**config.mk**
```make
export PLATFORM = sky130hd
export DESIGN_NAME = bus_arbiter
export DESIGN_NICKNAME = d
export VERILOG_FILES = /design/src/rtl/bus_arbiter.sv
export SDC_FILE = /design/constraint.sdc
export NUM_CORES = 1
export LEC_CHECK = 0
export BUFFER_PORTS_ARGS = -buffer_cell sky130_fd_sc_hd__buf_2
export CORE_MARGIN = 2
export CORE_UTILIZATION = 35
export DETAILED_ROUTE_END_ITERATION = 8
export PLACE_DENSITY_LB_ADDON = 0.1
export SLEW_MARGIN = 30
export SYNTH_ARGS = -nofsm -noshare
export SYNTH_HDL_FRONTEND = slang
export SYNTH_SLANG_ARGS = --single-unit
export TNS_END_PERCENT = 1
```
**constraint.sdc**
```tcl
create_clock -name clk -period 2.3 [get_ports clk]
set_input_delay 0.46 -clock clk [delete_from_list [all_inputs] [get_ports clk]]
set_output_delay 0.46 -clock clk [all_outputs]
set_load 0.01 [all_outputs]
```
**src/rtl/bus_arbiter.sv**
```systemverilog
// bus_arbiter: round-robin owner of the shared 8-bit tri-state bus.
// Registered one-hot grants, fixed dead-bus gap, optional hold limit.
module bus_arbiter #(
  parameter int N_REQ      = 4,
  parameter int MAX_HOLD   = 16,
  parameter int TURNAROUND = 1
) (
  input  logic                     clk,
  input  logic                     rst,
  input  logic [N_REQ-1:0]         req,
  output logic [N_REQ-1:0]         gnt,
  output logic [$clog2(N_REQ)-1:0] owner,
  output logic                     busy,
  output logic                     timeout
);

  localparam int IW = $clog2(N_REQ);
  localparam int HW = (MAX_HOLD > 0) ? $clog2(MAX_HOLD + 1) : 1;
  localparam int TW = $clog2(TURNAROUND + 1);

  typedef enum logic [1:0] {
    IDLE,
    GRANT,
    TURN
  } state_t;

  state_t        state;
  logic [IW-1:0] ptr;
  logic [HW-1:0] hcnt;
  logic [TW-1:0] tcnt;

  logic [IW-1:0]    pick;
  logic             any_req;
  logic [N_REQ-1:0] others;
  logic             own_req;
  logic             hold_hit;
  logic             forced;
  logic             release_now;
  logic [IW-1:0]    ptr_next;

  // First asserted request searching ptr, ptr+1, ... modulo N_REQ
  always_comb begin
    pick    = ptr;
    any_req = 1'b0;
    for (int i = N_REQ - 1; i >= 0; i--) begin
      for (int j = 0; j < N_REQ; j++) begin
        if (req[j] && j == (int'(ptr) + i) % N_REQ) begin
          pick    = IW'(j);
          any_req = 1'b1;
        end
      end
    end
  end

  // Release conditions for the current owner
  always_comb begin
    others      = req & ~(N_REQ'(1) << owner);
    own_req     = req[owner];
    hold_hit    = (MAX_HOLD != 0) && (hcnt == HW'(MAX_HOLD));
    forced      = own_req && hold_hit && (|others);
    release_now = !own_req || forced;
    ptr_next    = (owner == IW'(N_REQ - 1)) ? '0 : owner + IW'(1);
  end

  // Arbitration FSM; every output is a flop
  always_ff @(posedge clk) begin
    if (rst) begin
      state   <= IDLE;
      gnt     <= '0;
      busy    <= 1'b0;
      timeout <= 1'b0;
      owner   <= '0;
      ptr     <= '0;
      hcnt    <= '0;
      tcnt    <= '0;
    end else begin
      timeout <= 1'b0;
      unique case (state)
        IDLE: begin
          if (any_req) begin
            gnt   <= N_REQ'(1) << pick;
            busy  <= 1'b1;
            owner <= pick;
            hcnt  <= HW'(1);
            state <= GRANT;
          end
        end
        GRANT: begin
          if (release_now) begin
            gnt     <= '0;
            busy    <= 1'b0;
            ptr     <= ptr_next;
            tcnt    <= TW'(TURNAROUND);
            timeout <= forced;
            state   <= TURN;
          end else if (MAX_HOLD != 0 && !hold_hit) begin
            hcnt <= hcnt + HW'(1);
          end
        end
        TURN: begin
          if (tcnt == TW'(1)) begin
            if (any_req) begin
              gnt   <= N_REQ'(1) << pick;
              busy  <= 1'b1;
              owner <= pick;
              hcnt  <= HW'(1);
              state <= GRANT;
            end else begin
              state <= IDLE;
            end
          end else begin
            tcnt <= tcnt - TW'(1);
          end
        end
        default: begin
          gnt   <= '0;
          busy  <= 1'b0;
          state <= IDLE;
        end
      endcase
    end
  end

endmodule

```
== Word level (Yosys, flattened, before mapping) ==
Index checks and enable logic that the tools add are counted.
Cells by class
  reduce and logical (&&, ||, !) cells: 39
  equal/unequal tests: 21
  add/subtract/negate cells: 6
  multiplexer cells: 59
  bitwise gates (word level): 7
  shift-type cells: 2
  multipliers: 0
  order comparisons: 1
  divide/modulo/power cells: 0
Operator list (count)
  $logic_not A32 Y1: 4
  $mux W2: 22
  $mux W1: 23
  $mux W5: 4
  $eq A3 B3 Y1 const A: 6
  $logic_and A1 B1 Y1: 18
  $pmux W5 S3: 1
  $mux W4: 3
  $pmux W4 S3: 1
  $ne A2 B2 Y1 const B: 5
  $eq A2 B3 Y1 const A: 3
  $reduce_and A2 Y1: 4
  $shl A1 B2 Y4 const A: 2
  $pmux W2 S3: 1
  $reduce_or A2 Y1: 3
  $add A5 B1 Y5 const B: 1
  $eq A5 B5 Y1 const B: 1
  $add A2 B1 Y2 const B: 2
  $add A2 B2 Y2 const B: 2
  $and A4 B4 Y4: 1
  $eq A2 B2 Y1 const A: 2
  $eq A2 B2 Y1 const B: 2
  $not A4 Y4: 1
  $pmux W2 S2: 1
  other kinds (18): 22
Word-level totals
  input port bits: 6
  word-level logic and storage cells: 143
  memories: 0
  bits in registers: 18
  bits in latches: 0
  output and inout port bits: 8
  bits in read-only memories: 0
  bits in writable memories: 0

== Depth between registers and ports, before layout ==
Gate-level depths: netlist of the first run.
  depth in word-level cells: 25
  gate-level depth with buffers: 8
  depth with buffers taken out: 7

== Worst setup path after synthesis of the first run ==
No wires, ideal clock.
  kind: register to register
  from: register owner[0]
  to: register ptr[0]
  cell stages (with the launch flop): 9
  data required time: 2172 ps
  period minus slack after synthesis: 1812 ps
  path slack: 488 ps
  data arrival time: 1684 ps
  path through: dfxtp_1 -> inv_1 -> ha_1 -> or2b_1 -> a41o_1 -> a21boi_2 -> buf_6 -> mux2i_1 -> nor2_1
Between the ends
  longest elaborated chain between the ends: 7
Ends and longest elaborated chain
  start, declared: RTL line 12  | output logic [$clog2(N_REQ)-1:0] owner,
  start signal, assigned: RTL line 83  | owner <= pick;
  start signal, assigned: RTL line 105  | owner <= pick;
  $shl A1 B2 Y4: RTL line 57  | others = req & ~(N_REQ'(1) << owner);
  $not A4 Y4: RTL line 57
  $and A4 B4 Y4: RTL line 57
  $reduce_or A4 Y1: RTL line 60  | forced = own_req && hold_hit && (|others);
  $logic_and A1 B1 Y1: RTL line 60
  $logic_or A1 B1 Y1: RTL line 61  | release_now = !own_req || forced;
  $reduce_and A2 Y1 (no line)
  end signal, assigned: RTL line 92  | ptr <= ptr_next;
  end, declared: RTL line 28  | logic [IW-1:0] ptr;
Several ways; a longest one is shown, not always the timed one. The select of a mux whose other input is x is not followed.
A chain may end at the register's enable or synchronous reset.

== Worst setup path in the final report of the first run ==
Same ends and word-level chain as after synthesis.

==> impl_metrics.json, run 1 <==
{
  "gp_congestion": 0.801,
  "avgSynthCellArea_um2": 9.13,
  "synth_top_area_cell": "dfxtp_1",
  "worstHoldPathType": "flop to flop",
  "drc": 0,
  "coreArea_um2": 2760,
  "cts_max_level": 1,
  "power_leakage_nw": 0.458,
  "cp_slowest_cell": "dfxtp_1",
  "routed-via-count": 828,
  "synth_nets": 124,
  "hold_buffers": 0,
  "finalHoldViolCount": 0,
  "via_per_inst": 5.27,
  "fin_cells": 157,
  "async_flop_share_pct": 0,
  "whs_path_depth": 1,
  "dr.pass1.iters": 4,
  "slew_violations": 0,
  "grt_max_degree": 17,
  "power_frac_clock_pct": 21.2,
  "antenna_found_initial": 0,
  "synth_most_common_cell": "dfxtp_1",
  "cts.reportedPaths.clkPinSlew_ns": 0.09,
  "clock_sinks": 18,
  "yosys.area.top_type_share_pct": 35.3,
  "insertion_delay_ns": 0.28,
  "boundaryPins": 14,
  "dp_cells": 154,
  "period_needed_ns": 1.97,
  "power_switching_share_pct": 30.3,
  "p_comb_share_pct": 25.6,
  "antenna_cells": 0,
  "worstMarginPinSlew_ns": 0.616,
  "fin_worst_skew_ns": 0.00198,
  "cts.path.max_buffers": 2,
  "criticalPathCategory": "flop to flop",
  "dr.first_iter.drc_count": 37,
  "finalSetupTns_ns": 0,
  "io_buffers": 13,
  "crit_required_ns": 2.47,
  "finalCritPeriodShare_pct": 85.7,
  "synth_cell_type_count": 36,
  "dp_hpwl_um": 1510,
  "critPathMaxFanout": 11,
  "rsz0062_at_grt": "no",
  "arrival_ns": 2.15,
  "postRouteAntennaNets": 0,
  "syn_inst": 112,
  "clock.fmax_mhz": 507,
  "relSlewSlack_pct": 59.0,
  "peakVddDrop_uv": 370,
  "die_y_um": 58.0,
  "synth_edf_count": 0,
  "setup_viol": 0,
  "synth_commonest_cells": "dfxtp_1 (18), inv_1 (11), nor2_1 (11), a21oi_1 (8)",
  "worstSetupEndpointType": "flop",
  "finalNetCount": 140,
  "wl_per_cell_um": 12.8,
  "p_int_mw": 0.478,
  "grt_pass1_wl_um": 3480,
  "die_x_um": 58.0,
  "rows": 19,
  "syn_to_final_growth_pct": 11.6,
  "grt_pass1_vias": 753,
  "p_seq_share_pct": 53.2,
  "tritoncts": "done",
  "track_usage_pct": 13.4,
  "ff2ff_path_depth": 7,
  "synth_seq_cells": 18,
  "cpPeakStageDelay_ns": 0.49,
  "cts_root_buf": "clkbuf_4",
  "p_sw_mw": 0.208,
  "start_kind": "flop",
  "overflow": 0,
  "wl_um": 2010,
  "dieArea_um2": 3370,
  "initial_core_util_pct": 37.1,
  "yosys_warnings": 0,
  "status": "finished, final reports clean",
  "p_total_mw": 0.686,
  "power_density_nw_per_um2": 601,
  "cts_made_buffers": 3,
  "drive_gt1_share_pct": 19.0,
  "ys_seq_area_share_pct": 35.3,
  "fin_util_pct": 41.4,
  "maxCapViolations": 0,
  "dominantRegCellSynth": "dfxtp_1",
  "synth_area_um2": 1020,
  "ys_top_cells_by_area": "dfxtp_1 (35%), ha_1 (7.3%), mux2i_1 (4.9%)",
  "crit_chain": "inv_1 -> ha_1 -> or2b_1 -> a41o_1 -> a21boi_4 -> mux2i_1 -> nor2_1"
}
## power by group through the flow
stage / Combinational, mW / Sequential [mW] / Clock (mW)
floorplan: 0.125 / 0.372 / 0
global placement: 0.174 / 0.372 / 0
detailed placement: 0.173 / 0.372 / 0
CTS: 0.174 / 0.365 / 0.158
global route: 0.199 / 0.370 / 0.171
finish: 0.176 / 0.365 / 0.146
## state kept, by name (all words and copies together), names as in the netlist
register	count
busy	1
gnt	4
hcnt	5
owner	2
ptr	2
state	2
tcnt	1
timeout	1
## critical path: cells and delay by family, from the launching register on
family,cells,cell delay [ns]
AOI/OAI and AO/OA,2,0.59
DFF,1,0.49
and+or+nand+nor,2,0.27
muxes,1,0.22
adders and majority gates,1,0.20
buffers and inverters,1,0.11
## routing by layer
metal / part of all wire [%] / up-vias / global-route usage [%]
met1: 48 / 365 / 18.4
met5: 0 / - / 0
li1: - / 437 / -
met4: 1.1 / 0 / 8.64
met2: 44 / 24 / 18.3
met3: 6.1 / 2 / 3.57
## what timing repair did
action                                 in CTS  in global routing
endpoints found under the hold margin       0                  0
setup endpoints to repair                   0                  1
buffers inserted                            0                  0
gates resized for setup                     0                  1
## final timing paths
| kind | startpoint | to | slack (ns) |
|---|---|---|---|
| setup / recovery | owner[0]$_SDFFE_PP0P_ | ptr[0]$_SDFFE_PP0P_ | 0.33 |
| hold / removal | gnt[0]$_SDFFE_PP0P_ | gnt[0]$_SDFFE_PP0P_ | 0.47 |
| setup reg to reg | owner[0]$_SDFFE_PP0P_ | ptr[0]$_SDFFE_PP0P_ | 0.33 |
| hold reg to reg | gnt[0]$_SDFFE_PP0P_ | gnt[0]$_SDFFE_PP0P_ | 0.47 |
## cell usage in the layout (no fill, tap or decap)
cell	instances
mux2i_1	5
a41o_1	1
or2b_1	1
nor3b_2	1
o2bb2a_1	1
a41oi_1	1
nand3b_1	1
nor3b_1	1
a21boi_4	1
dfxtp_1	18
o21a_1	1
nor3_1	2
nor2_1	11
buf_2	13
a222oi_1	1
mux4_2	1
nand2_1	2
nand2b_1	6
nand4bb_1	1
nor4_4	1
a2bb2oi_1	1
nand3_1	3
and2b_4	1
inv_1	11
a21oi_1	8
ha_1	6
o21ai_0	3
o2bb2ai_1	4
nor3_2	1
a211oi_1	2
clkbuf_4	3
o22ai_1	5
or2b_2	1
or3_2	1
or3b_1	1
or3_1	5
## final cells by class
cell class / count / area, um^2
well taps: 31 / 38.8
repair buffers: 13 / 65.1
clock buffers: 3 / 22.5
inverters: 11 / 41.3
multi-input cells: 81 / 613
flip-flops and latches: 18 / 360
fillers: 271 / 1620
## kinds of logic (layout without fill, tap and decap cells)
logic type                 count (synthesis)  in the layout  share of synthesized area, %
and+or+nand+nor                           40             40                          25.0
AOI/OAI and AO/OA                         29             29                          19.8
DFF                                       18             18                          35.3
buffers and inverters                     13             27                          5.51
adders and majority gates                  6              6                          7.34
muxes                                      6              6                          7.10
## metrics by stage
stage	hold WS [ns]	setup WS, ns	instance area [um^2]
after detailed placement	0.447	0.250	1110
after floorplan	0.454	0.488	1020
after CTS	0.473	0.238	1130
after global routing	0.487	0.141	1140
final	0.467	0.329	1140
after global placement	0.447	0.296	1110
No activity file was read; power rests on OpenSTA's default activity.
==> run 2, diff against run 1 <==
--- a/config.mk
+++ b/config.mk
@@ -9,6 +9,7 @@
 export CORE_MARGIN = 2
 export CORE_UTILIZATION = 35
 export DETAILED_ROUTE_END_ITERATION = 8
+export MAX_ROUTING_LAYER = met4
 export PLACE_DENSITY_LB_ADDON = 0.1
 export SLEW_MARGIN = 30
 export SYNTH_ARGS = -nofsm -noshare
==> impl_metrics.json, run 2 (synthesis results as in run 1) <==
{
  "power_switching_share_pct": 30.3,
  "top_regs": "hcnt x5, gnt x4",
  "cts.reportedPaths.clkPinSlew_ns": 0.09,
  "fill_cells": 271,
  "critPathMaxFanout": 11,
  "io_buffers": 13,
  "coreArea_um2": 2760,
  "worstSetupEndpointType": "flop",
  "dieArea_um2": 3370,
  "cts_max_level": 1,
  "final_cell_mix": "dfxtp_1 (18), buf_2 (13), inv_1 (11), nor2_1 (11), a21oi_1 (8)",
  "grt_pass1_wl_um": 3480,
  "tritoncts": "done",
  "ff2ff_path_depth": 7,
  "dr.first_iter.drc_count": 37,
  "antenna_cells": 0,
  "syn_to_final_growth_pct": 11.6,
  "drive_gt1_share_pct": 19.0,
  "rsz0062_at_grt": "no",
  "fin_worst_skew_ns": 0.00202,
  "p_sw_mw": 0.208,
  "grt_pass1_vias": 752,
  "clock_sinks": 18,
  "die_x_um": 58.0,
  "p_int_mw": 0.478,
  "dp_hpwl_um": 1510,
  "arrival_ns": 2.15,
  "overflow": 0,
  "drc": 0,
  "r2r-start": "owner[0]$_SDFFE_PP0P_",
  "dp_cells": 154,
  "via_per_inst": 5.27,
  "whs_endpoint": "gnt[0]$_SDFFE_PP0P_",
  "power_leakage_nw": 0.458,
  "cts.path.max_buffers": 2,
  "peakVddDrop_uv": 370,
  "maxCapViolations": 0,
  "whs_path_depth": 1,
  "cts_made_buffers": 3,
  "clock.fmax_mhz": 507,
  "grt_max_degree": 17,
  "setup_viol": 0,
  "p_seq_share_pct": 53.2,
  "criticalPathCategory": "flop to flop",
  "power_density_nw_per_um2": 601,
  "regToRegSetupSlack_ns": 0.33,
  "boundaryPins": 14,
  "dr.pass1.iters": 4,
  "worstMarginPinSlew_ns": 0.616,
  "finalCritPeriodShare_pct": 85.7,
  "cts_root_buf": "clkbuf_4",
  "hold-worst-slack_ns": 0.467,
  "reg2reg_to": "ptr[0]$_SDFFE_PP0P_",
  "worstHoldPathType": "flop to flop",
  "multi_input_area_um2": 613,
  "largest_register_ffs": 5,
  "crit_required_ns": 2.47,
  "p_comb_share_pct": 25.6,
  "die_y_um": 58.0,
  "slew_violations": 0,
  "wl_um": 2010,
  "wl_per_cell_um": 12.8,
  "postRouteAntennaNets": 0,
  "top_register": "hcnt",
  "track_usage_pct": 13.8,
  "post_cts_buffers": 0,
  "hold_path_startpoint": "gnt[0]$_SDFFE_PP0P_",
  "status": "finished, final reports clean",
  "seqCellArea_um2": 360,
  "finalNetCount": 140,
  "relSlewSlack_pct": 59.0,
  "start_kind": "flop",
  "routed-via-count": 828,
  "period_needed_ns": 1.97,
  "power_frac_clock_pct": 21.2,
  "finalHoldViolCount": 0,
  "finalSetupTns_ns": 0,
  "initial_core_util_pct": 37.1,
  "fin_cells": 157,
  "antenna_found_initial": 0,
  "mostFrequentLayoutCell": "dfxtp_1",
  "insertion_delay_ns": 0.28,
  "gp_congestion": 0.812,
  "rows": 19
}
## run 2: metrics by stage
| step | worst slack [ns] | total power, mW | utilization, % | instance area (um^2) |
|---|---|---|---|---|
| after global placement | 0.296 | 0.546 | 40.3 | 1110 |
| final | 0.329 | 0.686 | 41.4 | 1140 |
| after CTS | 0.238 | 0.697 | 41.1 | 1130 |
| after global routing | 0.141 | 0.740 | 41.4 | 1140 |
| after floorplan | 0.488 | 0.497 | - | 1020 |
| after detailed placement | 0.250 | 0.545 | 40.3 | 1110 |
## run 2: layout make-up
cell class                      instances  share of cell area, %
Clock buffer                            3                   1.97
Inverter                               11                   3.62
Multi-Input combinational cell         81                   53.7
Sequential cell                        18                   31.6
Tap cell                               31                   3.40
Timing Repair Buffer                   13                   5.70
## run 2: worst max path at each step
stage                           from                    to  cells past startpoint
2_1_floorplan  owner[0]$_SDFFE_PP0P_   ptr[0]$_SDFFE_PP0P_                      8
3_3_place_gp                  req[3]   ptr[1]$_SDFFE_PP0P_                      5
3_5_place_dp   owner[0]$_SDFFE_PP0P_  hcnt[0]$_SDFFE_PP0P_                      7
4_1_cts        owner[0]$_SDFFE_PP0P_   ptr[1]$_SDFFE_PP0P_                      7
5_1_grt        owner[0]$_SDFFE_PP0P_  hcnt[2]$_SDFFE_PP0P_                      7
6_report       owner[0]$_SDFFE_PP0P_   ptr[0]$_SDFFE_PP0P_                      7
## run 2: power groups by stage
stage	logic, mW	registers (mW)	clock network (mW)
floorplan	0.125	0.372	0
global placement	0.174	0.372	0
detailed placement	0.173	0.372	0
CTS	0.174	0.365	0.158
global route	0.199	0.370	0.171
finish	0.176	0.365	0.146
## run 2: repair_timing
| item | CTS | global route |
|---|---|---|
| resized for setup | 0 | 1 |
| setup endpoints to repair | 0 | 1 |
| hold buffers | 0 | 0 |
## run 2: metal layers
metal / track usage (%) / share of wire (%) / up-vias / wire length (um)
li1: - / - / 437 / -
met1: 18.4 / 48 / 365 / 972
met2: 18.3 / 44 / 24 / 889
met3: 3.57 / 6.1 / 2 / 122
met4: 8.64 / 1.1 / 0 / 23
met5: - / 0 / - / 0
## run 2: worst max-delay path: stages, from the launching register on
cell and delay [ns]:
dfxtp_1 0.49, inv_1 0.11, ha_1 0.20, or2b_1 0.22, a41o_1 0.25, a21boi_4 0.34
mux2i_1 0.22, nor2_1 0.05
==> run 3, diff against run 2 <==
--- a/config.mk
+++ b/config.mk
@@ -11,6 +11,7 @@
 export DETAILED_ROUTE_END_ITERATION = 8
 export MAX_ROUTING_LAYER = met4
 export PLACE_DENSITY_LB_ADDON = 0.1
+export RECOVER_POWER = 25
 export SLEW_MARGIN = 30
 export SYNTH_ARGS = -nofsm -noshare
 export SYNTH_HDL_FRONTEND = slang
==> impl_metrics.json, run 3 (synthesis results as in run 1) <==
{
  "antenna_found_initial": 0,
  "coreArea_um2": 2760,
  "boundaryPins": 14,
  "final_cell_mix": "dfxtp_1 (18), inv_1 (11), nor2_1 (11)",
  "period_needed_ns": 1.98,
  "worstHoldPathType": "flop to flop",
  "antenna_cells": 0,
  "wl_per_cell_um": 12.7,
  "fin_worst_skew_ns": 0.00179,
  "mostFrequentLayoutCell": "dfxtp_1",
  "largest_register_ffs": 5,
  "regToRegSetupSlack_ns": 0.32,
  "io_buffers": 13,
  "setup_viol": 0,
  "worstSetupEndpointType": "flop",
  "die_x_um": 58.0,
  "maxCapViolations": 0,
  "met1_length_um": 1020,
  "top_regs": "hcnt x5, gnt x4",
  "top_register": "hcnt",
  "postRouteAntennaNets": 0,
  "insertion_delay_ns": 0.28,
  "drive_gt1_share_pct": 14.3,
  "status": "finished, final reports clean",
  "cts.reportedPaths.clkPinSlew_ns": 0.09,
  "criticalPathCategory": "flop to flop",
  "ff2ff_path_depth": 7,
  "power_leakage_nw": 0.433,
  "whs_endpoint": "gnt[1]$_SDFFE_PP0P_",
  "cts_made_buffers": 3,
  "r2r-start": "owner[0]$_SDFFE_PP0P_",
  "worstMarginPinSlew_ns": 0.609,
  "gp_congestion": 0.812,
  "hold_buffers": 0,
  "drc": 0,
  "dp_hpwl_um": 1510,
  "finalNetCount": 140,
  "critPathMaxFanout": 11,
  "preCtsSetupSlack_ns": 0.250,
  "finalCritPeriodShare_pct": 85.9,
  "routed-via-count": 823,
  "grt_pass1_wl_um": 3480,
  "clock.fmax_mhz": 506,
  "hold_path_startpoint": "gnt[1]$_SDFFE_PP0P_",
  "syn_to_final_growth_pct": 10.9,
  "cts.path.max_buffers": 2,
  "relSlewSlack_pct": 59.4,
  "grt_pass1_vias": 752,
  "routed.top_layer": "met4",
  "rsz0062_at_grt": "no",
  "setup_slack_ns": 0.324,
  "whs_path_depth": 1,
  "fin_util_pct": 41.1,
  "slew_violations": 0,
  "cts_max_level": 1,
  "dr.first_iter.drc_count": 36,
  "crit_required_ns": 2.47,
  "arrival_ns": 2.15,
  "peakVddDrop_uv": 369,
  "overflow": 0,
  "grt_max_degree": 17,
  "reg2reg_to": "ptr[0]$_SDFFE_PP0P_",
  "dr.pass1.iters": 4,
  "routed-wl-met2_um": 873,
  "power_density_nw_per_um2": 603,
  "via_per_inst": 5.24,
  "cts_root_buf": "clkbuf_4",
  "start_kind": "flop",
  "rows": 19,
  "die_y_um": 58.0,
  "wl_um": 2000,
  "finalHoldViolCount": 0,
  "initial_core_util_pct": 37.1,
  "clock_sinks": 18,
  "finalSetupTns_ns": 0,
  "met3_length_um": 80,
  "track_usage_pct": 13.8,
  "tritoncts": "done",
  "dieArea_um2": 3370
}
## run 3: repair_timing
item,in CTS,in global routing
resized for setup,0,1
endpoints found under the setup margin,0,1
buffers inserted,0,0
endpoints found under the hold margin,0,0
## run 3: metal layers
layer,GRT usage (%),vias up
met3,3.57,2
li1,-,437
met5,-,-
met1,18.4,372
met4,8.64,0
met2,18.3,12
## run 3: through the flow
stage | power (mW) | hold WS, ns | cells | cell area (um^2)
3_3_place_gp | 0.546 | 0.447 | 154 | 1110
4_1_cts | 0.697 | 0.473 | 157 | 1130
2_1_floorplan | 0.497 | 0.454 | 112 | 1020
6_report | 0.684 | 0.469 | 157 | 1130
3_5_place_dp | 0.545 | 0.447 | 154 | 1110
5_1_grt | 0.738 | 0.489 | 157 | 1130
## run 3: area by class of cell
type	instances	area (um^2)
Multi-Input combinational cell	81	613
Timing Repair Buffer	13	57.6
Sequential cell	18	360
Fill cell	270	1620
Tap cell	31	38.8
Clock buffer	3	22.5
Inverter	11	41.3
## run 3: worst max path at each step
stage	from	end	slack (ns)	cells after the start
6_report	owner[0]$_SDFFE_PP0P_	ptr[0]$_SDFFE_PP0P_	0.32	7
3_5_place_dp	owner[0]$_SDFFE_PP0P_	hcnt[0]$_SDFFE_PP0P_	0.25	7
5_1_grt	owner[0]$_SDFFE_PP0P_	hcnt[2]$_SDFFE_PP0P_	0.14	7
3_3_place_gp	req[3]	ptr[1]$_SDFFE_PP0P_	0.30	5
4_1_cts	owner[0]$_SDFFE_PP0P_	ptr[1]$_SDFFE_PP0P_	0.24	7
2_1_floorplan	owner[0]$_SDFFE_PP0P_	ptr[0]$_SDFFE_PP0P_	0.49	8
## run 3: worst max-delay path, cell delays in order, from the launching register on
cell and delay (ns):
dfxtp_1 0.49, inv_1 0.11, ha_1 0.20, or2b_1 0.22, a41o_1 0.25, a21boi_4 0.34
mux2i_1 0.22, nor2_1 0.05
## run 3: power breakdown
| part | switching [mW] | total [mW] | internal [mW] |
|---|---|---|---|
| Clock | 0.0845 | 0.145 | 0.0607 |
| Combinational | 0.0962 | 0.174 | 0.0773 |
| Sequential | 0.0270 | 0.365 | 0.338 |
